`src/rtl/game_pkg.sv`:
```
// Shared player-state types and lives constants for the game logic.
// Latency: n/a (types and constants only).
// Backpressure: n/a.
package game_pkg;

    typedef enum logic [2:0] {
        IDLE    = 3'd0,
        ALIVE   = 3'd1,
        EXPLODE = 3'd2,
        RESPAWN = 3'd3,
        OUT     = 3'd4
    } player_state_t;

    localparam int LIVES_W   = 2;
    localparam int MAX_LIVES = 3;

    // Saturating decrement of a lives count (never wraps below zero).
    function automatic logic [LIVES_W-1:0] lives_dec(input logic [LIVES_W-1:0] l);
        return (l == '0) ? l : l - 1'b1;
    endfunction

    // Saturating increment of a lives count (never exceeds MAX_LIVES).
    function automatic logic [LIVES_W-1:0] lives_inc(input logic [LIVES_W-1:0] l);
        return (l == LIVES_W'(MAX_LIVES)) ? l : l + 1'b1;
    endfunction

endpackage

```
`src/rtl/frame_timer.sv`:
```
// Loadable down-counter advancing once per video frame; expire_o flags the last tick.
// Latency: load/decrement visible one clk later; expire_o is same-cycle on count==1 && tick.
// Backpressure: none; en_i low holds the count regardless of frame_tick_i.
module frame_timer #(
    parameter int W = 8
) (
    input  logic         clk,
    input  logic         rst,
    input  logic         clear_i,
    input  logic         load_i,
    input  logic [W-1:0] load_val_i,
    input  logic         en_i,
    input  logic         frame_tick_i,
    output logic [W-1:0] count_o,
    output logic         expire_o
);

    logic [W-1:0] count_q;
    logic [W-1:0] count_d;

    // Next count: clear beats load beats decrement; zero never wraps.
    always_comb begin
        count_d = count_q;
        if (clear_i) begin
            count_d = '0;
        end else if (load_i) begin
            count_d = load_val_i;
        end else if (en_i && frame_tick_i && (count_q != '0)) begin
            count_d = count_q - 1'b1;
        end
    end

    // Count register.
    always_ff @(posedge clk or posedge rst) begin
        if (rst) begin
            count_q <= '0;
        end else begin
            count_q <= count_d;
        end
    end

    assign count_o  = count_q;
    assign expire_o = en_i && frame_tick_i && (count_q == W'(1));

endmodule

```
`src/rtl/player_lives.sv`:
```
// Player lives / explosion / respawn-invulnerability tracker; optional PLAYER_LIVES_EXTRA_LIFE_EN.
// Latency: hit -> lives and flags one clk later; all outputs decoded from registers only.
// Backpressure: none; spawn low freezes state, lives and timer (pulses dropped).
module player_lives
    import game_pkg::*;
#(
    parameter int START_LIVES   = 3,
    parameter int DEATH_FRAMES  = 60,
    parameter int INVULN_FRAMES = 120,
    parameter int BLINK_LOG2    = 3
) (
    input  logic               clk,
    input  logic               Reset,
    input  logic               spawn,
    input  logic               reset_characters,
    input  logic               frame_tick,
    input  logic               player_hit,
    input  logic               extra_life,
    output logic [LIVES_W-1:0] lives,
    output logic               player_active,
    output logic               player_visible,
    output logic               exploding
);

    localparam int MAX_FRAMES = (DEATH_FRAMES > INVULN_FRAMES) ? DEATH_FRAMES : INVULN_FRAMES;
    localparam int TMR_W      = $clog2(MAX_FRAMES + 1);

    player_state_t      state_q, state_d;
    logic [LIVES_W-1:0] lives_q, lives_d;

    logic               tmr_clear;
    logic               tmr_load;
    logic [TMR_W-1:0]   tmr_load_val;
    logic               tmr_en;
    logic [TMR_W-1:0]   tmr_cnt;
    logic               tmr_expire;
    logic               blink_bit;
    logic               xl_pulse;

    frame_timer #(
        .W (TMR_W)
    ) u_timer (
        .clk          (clk),
        .rst          (Reset),
        .clear_i      (tmr_clear),
        .load_i       (tmr_load),
        .load_val_i   (tmr_load_val),
        .en_i         (tmr_en),
        .frame_tick_i (frame_tick),
        .count_o      (tmr_cnt),
        .expire_o     (tmr_expire)
    );

`ifdef PLAYER_LIVES_EXTRA_LIFE_EN
    assign xl_pulse = extra_life;
`else
    // The port stays for a uniform interface but carries no function.
    logic unused_extra_life;
    assign unused_extra_life = extra_life;
    assign xl_pulse          = 1'b0;
`endif

    // Only one timer bit drives the blink; the rest just counts.
    logic unused_tmr_bits;
    assign unused_tmr_bits = ^tmr_cnt;

    if (BLINK_LOG2 < TMR_W) begin : g_blink
        assign blink_bit = tmr_cnt[BLINK_LOG2];
    end else begin : g_no_blink
        assign blink_bit = 1'b0;
    end

    // Next-state, lives and timer control; reset_characters outranks the spawn freeze.
    always_comb begin
        state_d      = state_q;
        lives_d      = lives_q;
        tmr_clear    = 1'b0;
        tmr_load     = 1'b0;
        tmr_load_val = '0;
        tmr_en       = 1'b0;

        if (reset_characters) begin
            state_d   = IDLE;
            lives_d   = LIVES_W'(START_LIVES);
            tmr_clear = 1'b1;
        end else if (spawn) begin
            // Extra life applies in every in-play state; a same-edge hit cancels it out below.
            if (xl_pulse && (state_q == ALIVE || state_q == EXPLODE || state_q == RESPAWN)) begin
                lives_d = lives_inc(lives_q);
            end

            unique case (state_q)
                IDLE: begin
                    state_d = ALIVE;
                end
                ALIVE: begin
                    if (player_hit) begin
                        lives_d      = xl_pulse ? lives_q : lives_dec(lives_q);
                        tmr_load     = 1'b1;
                        tmr_load_val = TMR_W'(DEATH_FRAMES);
                        state_d      = EXPLODE;
                    end
                end
                EXPLODE: begin
                    tmr_en = 1'b1;
                    if (tmr_expire) begin
                        if (lives_d == '0) begin
                            state_d = OUT;
                        end else begin
                            tmr_load     = 1'b1;
                            tmr_load_val = TMR_W'(INVULN_FRAMES);
                            state_d      = RESPAWN;
                        end
                    end
                end
                RESPAWN: begin
                    tmr_en = 1'b1;
                    if (tmr_expire) begin
                        state_d = ALIVE;
                    end
                end
                OUT: begin
                    state_d = OUT;
                end
                default: begin
                    state_d = IDLE;
                end
            endcase
        end
    end

    // State and lives registers.
    always_ff @(posedge clk or posedge Reset) begin
        if (Reset) begin
            state_q <= IDLE;
            lives_q <= LIVES_W'(START_LIVES);
        end else begin
            state_q <= state_d;
            lives_q <= lives_d;
        end
    end

    assign lives          = lives_q;
    assign player_active  = (state_q == ALIVE) || (state_q == RESPAWN);
    assign player_visible = (state_q == ALIVE) || ((state_q == RESPAWN) && !blink_bit);
    assign exploding      = (state_q == EXPLODE);

endmodule

```
`config.mk`:
```
export PLATFORM = sky130hd
export DESIGN_NAME = player_lives
export DESIGN_NICKNAME = d
export VERILOG_FILES = /design/src/rtl/game_pkg.sv /design/src/rtl/frame_timer.sv /design/src/rtl/player_lives.sv
export SDC_FILE = /design/constraint.sdc
export NUM_CORES = 1
export LEC_CHECK = 0
export CORE_MARGIN = 2
export CORE_UTILIZATION = 55
export CTS_BUF_LIST = sky130_fd_sc_hd__clkbuf_16
export CTS_CLUSTER_SIZE = 20
export DETAILED_ROUTE_END_ITERATION = 8
export PLACE_DENSITY = 0.79
export SYNTH_ARGS = -nofsm -noshare
export SYNTH_HDL_FRONTEND = slang
export SYNTH_HIERARCHICAL = 1
export SYNTH_SLANG_ARGS = --single-unit
```
`constraint.sdc`:
```
create_clock -name clk -period 5.95 [get_ports clk]
set_clock_uncertainty 0.2 [all_clocks]
set_input_delay 0.595 -clock clk [delete_from_list [all_inputs] [get_ports clk]]
set_output_delay 0.595 -clock clk [all_outputs]
set_load 0.005 [all_outputs]
```
==> out/metrics.cfg <==
[setup_path]
cpPeakStageDelay_ns=0.58
slowest_stage=clkdlybuf4s50_1
arrival_ns=3.63
crit_path_max_fanout=12
path_buf_inv=2
crit_family=simple AND/OR/NAND/NOR gates
crit_required_ns=5.85
crit_path_cell_trace=clkdlybuf4s50_1 > nand2b_1 > nor2_1 > nand2_1 > nor4_1 > nand4bb_1 > nor3_1 > or2_1 > inv_1 > o21ai_0 > a31oi_1
criticalPathCategory=input pin to flip-flop
end_kind=flip-flop
start_kind=input pin

[logic_synthesis]
synth-edff-count=0
yosys_warnings=6
synthFlopType=dfrtp_1
synth_area_sq_um=913
synth_compound_area_share_pct=25.3
synth_cell_types=48
synth-xor-area-share_pct=0
muxShareOfSynthArea_pct=1.10
seq_area_frac_synth_pct=33.2
synthAdderAreaFrac_pct=4.11
syn_inst=101
syn_area_per_cell_sq_um=9.04
yosys.area_share.simple_pct=29.0
async_flop_share_pct=100
ys_ff_latch=12
synth_top_family_by_area=simple AND/OR/NAND/NOR gates

[floorplanning]
dieHeight_microns=44.8
dieArea_sq_um=2000
ios=12
start_util_pct=59.9
dieWidth_microns=44.8
core_sq_um=1520
std_cell_rows=14

[grt]
grt_pass1_wl_microns=3130
antenna_found_initial=0
grt_pass1_vias=712
grt_max_degree=13
overflow=0
grtUsageTotal_pct=21.8

[drt]
wire_per_inst_microns=14.6
via_count=822
via_per_inst=6.42
detail-route-antenna-nets=0
drtPass1Iterations=4
wirelength_microns=1870
drc_errors=0
first_iter_violations=41

[finish]
num-fill-cells=116
ff_latch_area_sq_um=303
drive_above_1_share_pct=9.82
syn_to_final_growth_pct=19.5
diodes=0
finalNetCount=123
multi_input_area_sq_um=552

[clock_tree]
clk_pin_slew_ns=0.04
post-cts-setup-buffer-count=0
clock_sinks=12
clk_latency_ns=0.24
cts_root_buffer=clkbuf_16
ctsHoldBuffers=0
tritoncts=built
numCtsBuffers=3
cts_resized=0
htreeDepth=1
clockBufferDepth=2

[place]
dp_hpwl_microns=1420
routabilityCongestion=0.949
numPortBuffers=10

[sta]
hold_viol=0
hold_slack_ns=0.334
period_needed_ns=3.73
setup_viol=0
worstMarginPinSlew_ns=0.566
setup_tns_ns=0
max_freq_ghz=0.268
maxSlewHeadroom_pct=61.9
maxSlewViolCount=0
post-route-period-util_pct=62.7
rsz0062_at_grt=no

[job]
drv_cap=0

[run_status]
status=completed

[worst_hold_path]
hold_class=flip-flop to flip-flop

[pwr]
power.leakage_nw=0.450
vdd_ir_drop_max_uv=197
p_per_area_nw_per_um2=218

==> layout make-up <==
cell class / count / share of cell area (%)
multi-input combinational: 76 / 50.6
clock inverter: 1 / 0.344
clock buffer: 3 / 6.88
tap: 16 / 1.83
sequential: 12 / 27.8
timing repair buffer: 10 / 9.17
inverter: 10 / 3.44
==> cell families after synthesis <==
family,Yosys count
flops,12
simple gates,39
mux,1
other cells,1
compound gates,31
fa+ha+maj,3
buf+inv,14
==> registers in the layout (all words and copies together) (netlist names) <==
register	cells
u_timer/count_o	7
lives	2
state_q	3
==> where the power goes <==
part	switching (mW)	internal (mW)	total, mW
combinational	0.0134	0.0149	0.0283
clock	0.0330	0.0882	0.121
sequential	0.00371	0.0848	0.0885
==> worst register-to-register path: cells and delay by family (launching register included) <==
kind,cells,cell delay [ns]
AO/OA/AOI/OAI,2,0.28
AND/OR/NAND/NOR,7,1.93
buffers and inverters,1,0.23
flip-flops,1,0.46
==> stage by stage <==
stage               power (mW)  utilization (%)  setup slack, ns  std cells  instance area (sq um)
floorplan                0.106                -             3.00        102                    917
global placement         0.117             66.4             2.09        124                   1010
detailed placement       0.118             66.4             2.02        124                   1010
CTS                      0.241             71.6             2.27        128                   1090
global route             0.248             71.6             1.98        128                   1090
finish                   0.238             71.6             2.22        128                   1090
==> cells in the mapped netlist (all sizes together) (3+ instances only) <==
master	number	share of area, %
a31oi	3	2.1
dfrtp	10	27
ha	3	4.1
inv	10	4.1
nand2	3	1.2
nand2b	4	2.7
nand4bb	3	3.7
nor2	7	2.9
nor3	4	2.2
o21ai	8	4.4
==> placed cells by master, fill, tap and decap left out, drive strengths merged, types with 3 or more instances in the layout <==
master and count:
a31oi 3, nor2 7, dfrtp 10, inv 10, o21ai 8, nor3 4
nand2 3, nand2b 4, clkdlybuf4s50 10, clkbuf 3, nand4bb 3, ha 3
==> routing by layer <==
layer  vias to the layer above  GRT usage [%]  share of wire (%)
li1                        407              -                  -
met1                       383           29.6                 49
met2                        28           31.0                 43
met3                         4           7.60                6.0
met4                         0           9.70                1.9
met5                         -              0                  0
==> worst paths after layout <==
check / from / slack, ns / end / depth (start not counted)
max: reset_characters / 2.22 / u_timer/count_o[4] / 11
min: lives[0] / 0.33 / lives[0] / 2
max reg2reg: state_q[2] / 2.72 / u_timer/count_o[4] / 10
min reg2reg: lives[0] / 0.33 / lives[0] / 2
max in group asynchronous: Reset / 4.90 / lives[0] / 2
min in group asynchronous: Reset / 0.40 / state_q[1] / 2
(Power assumes the default switching activity.)
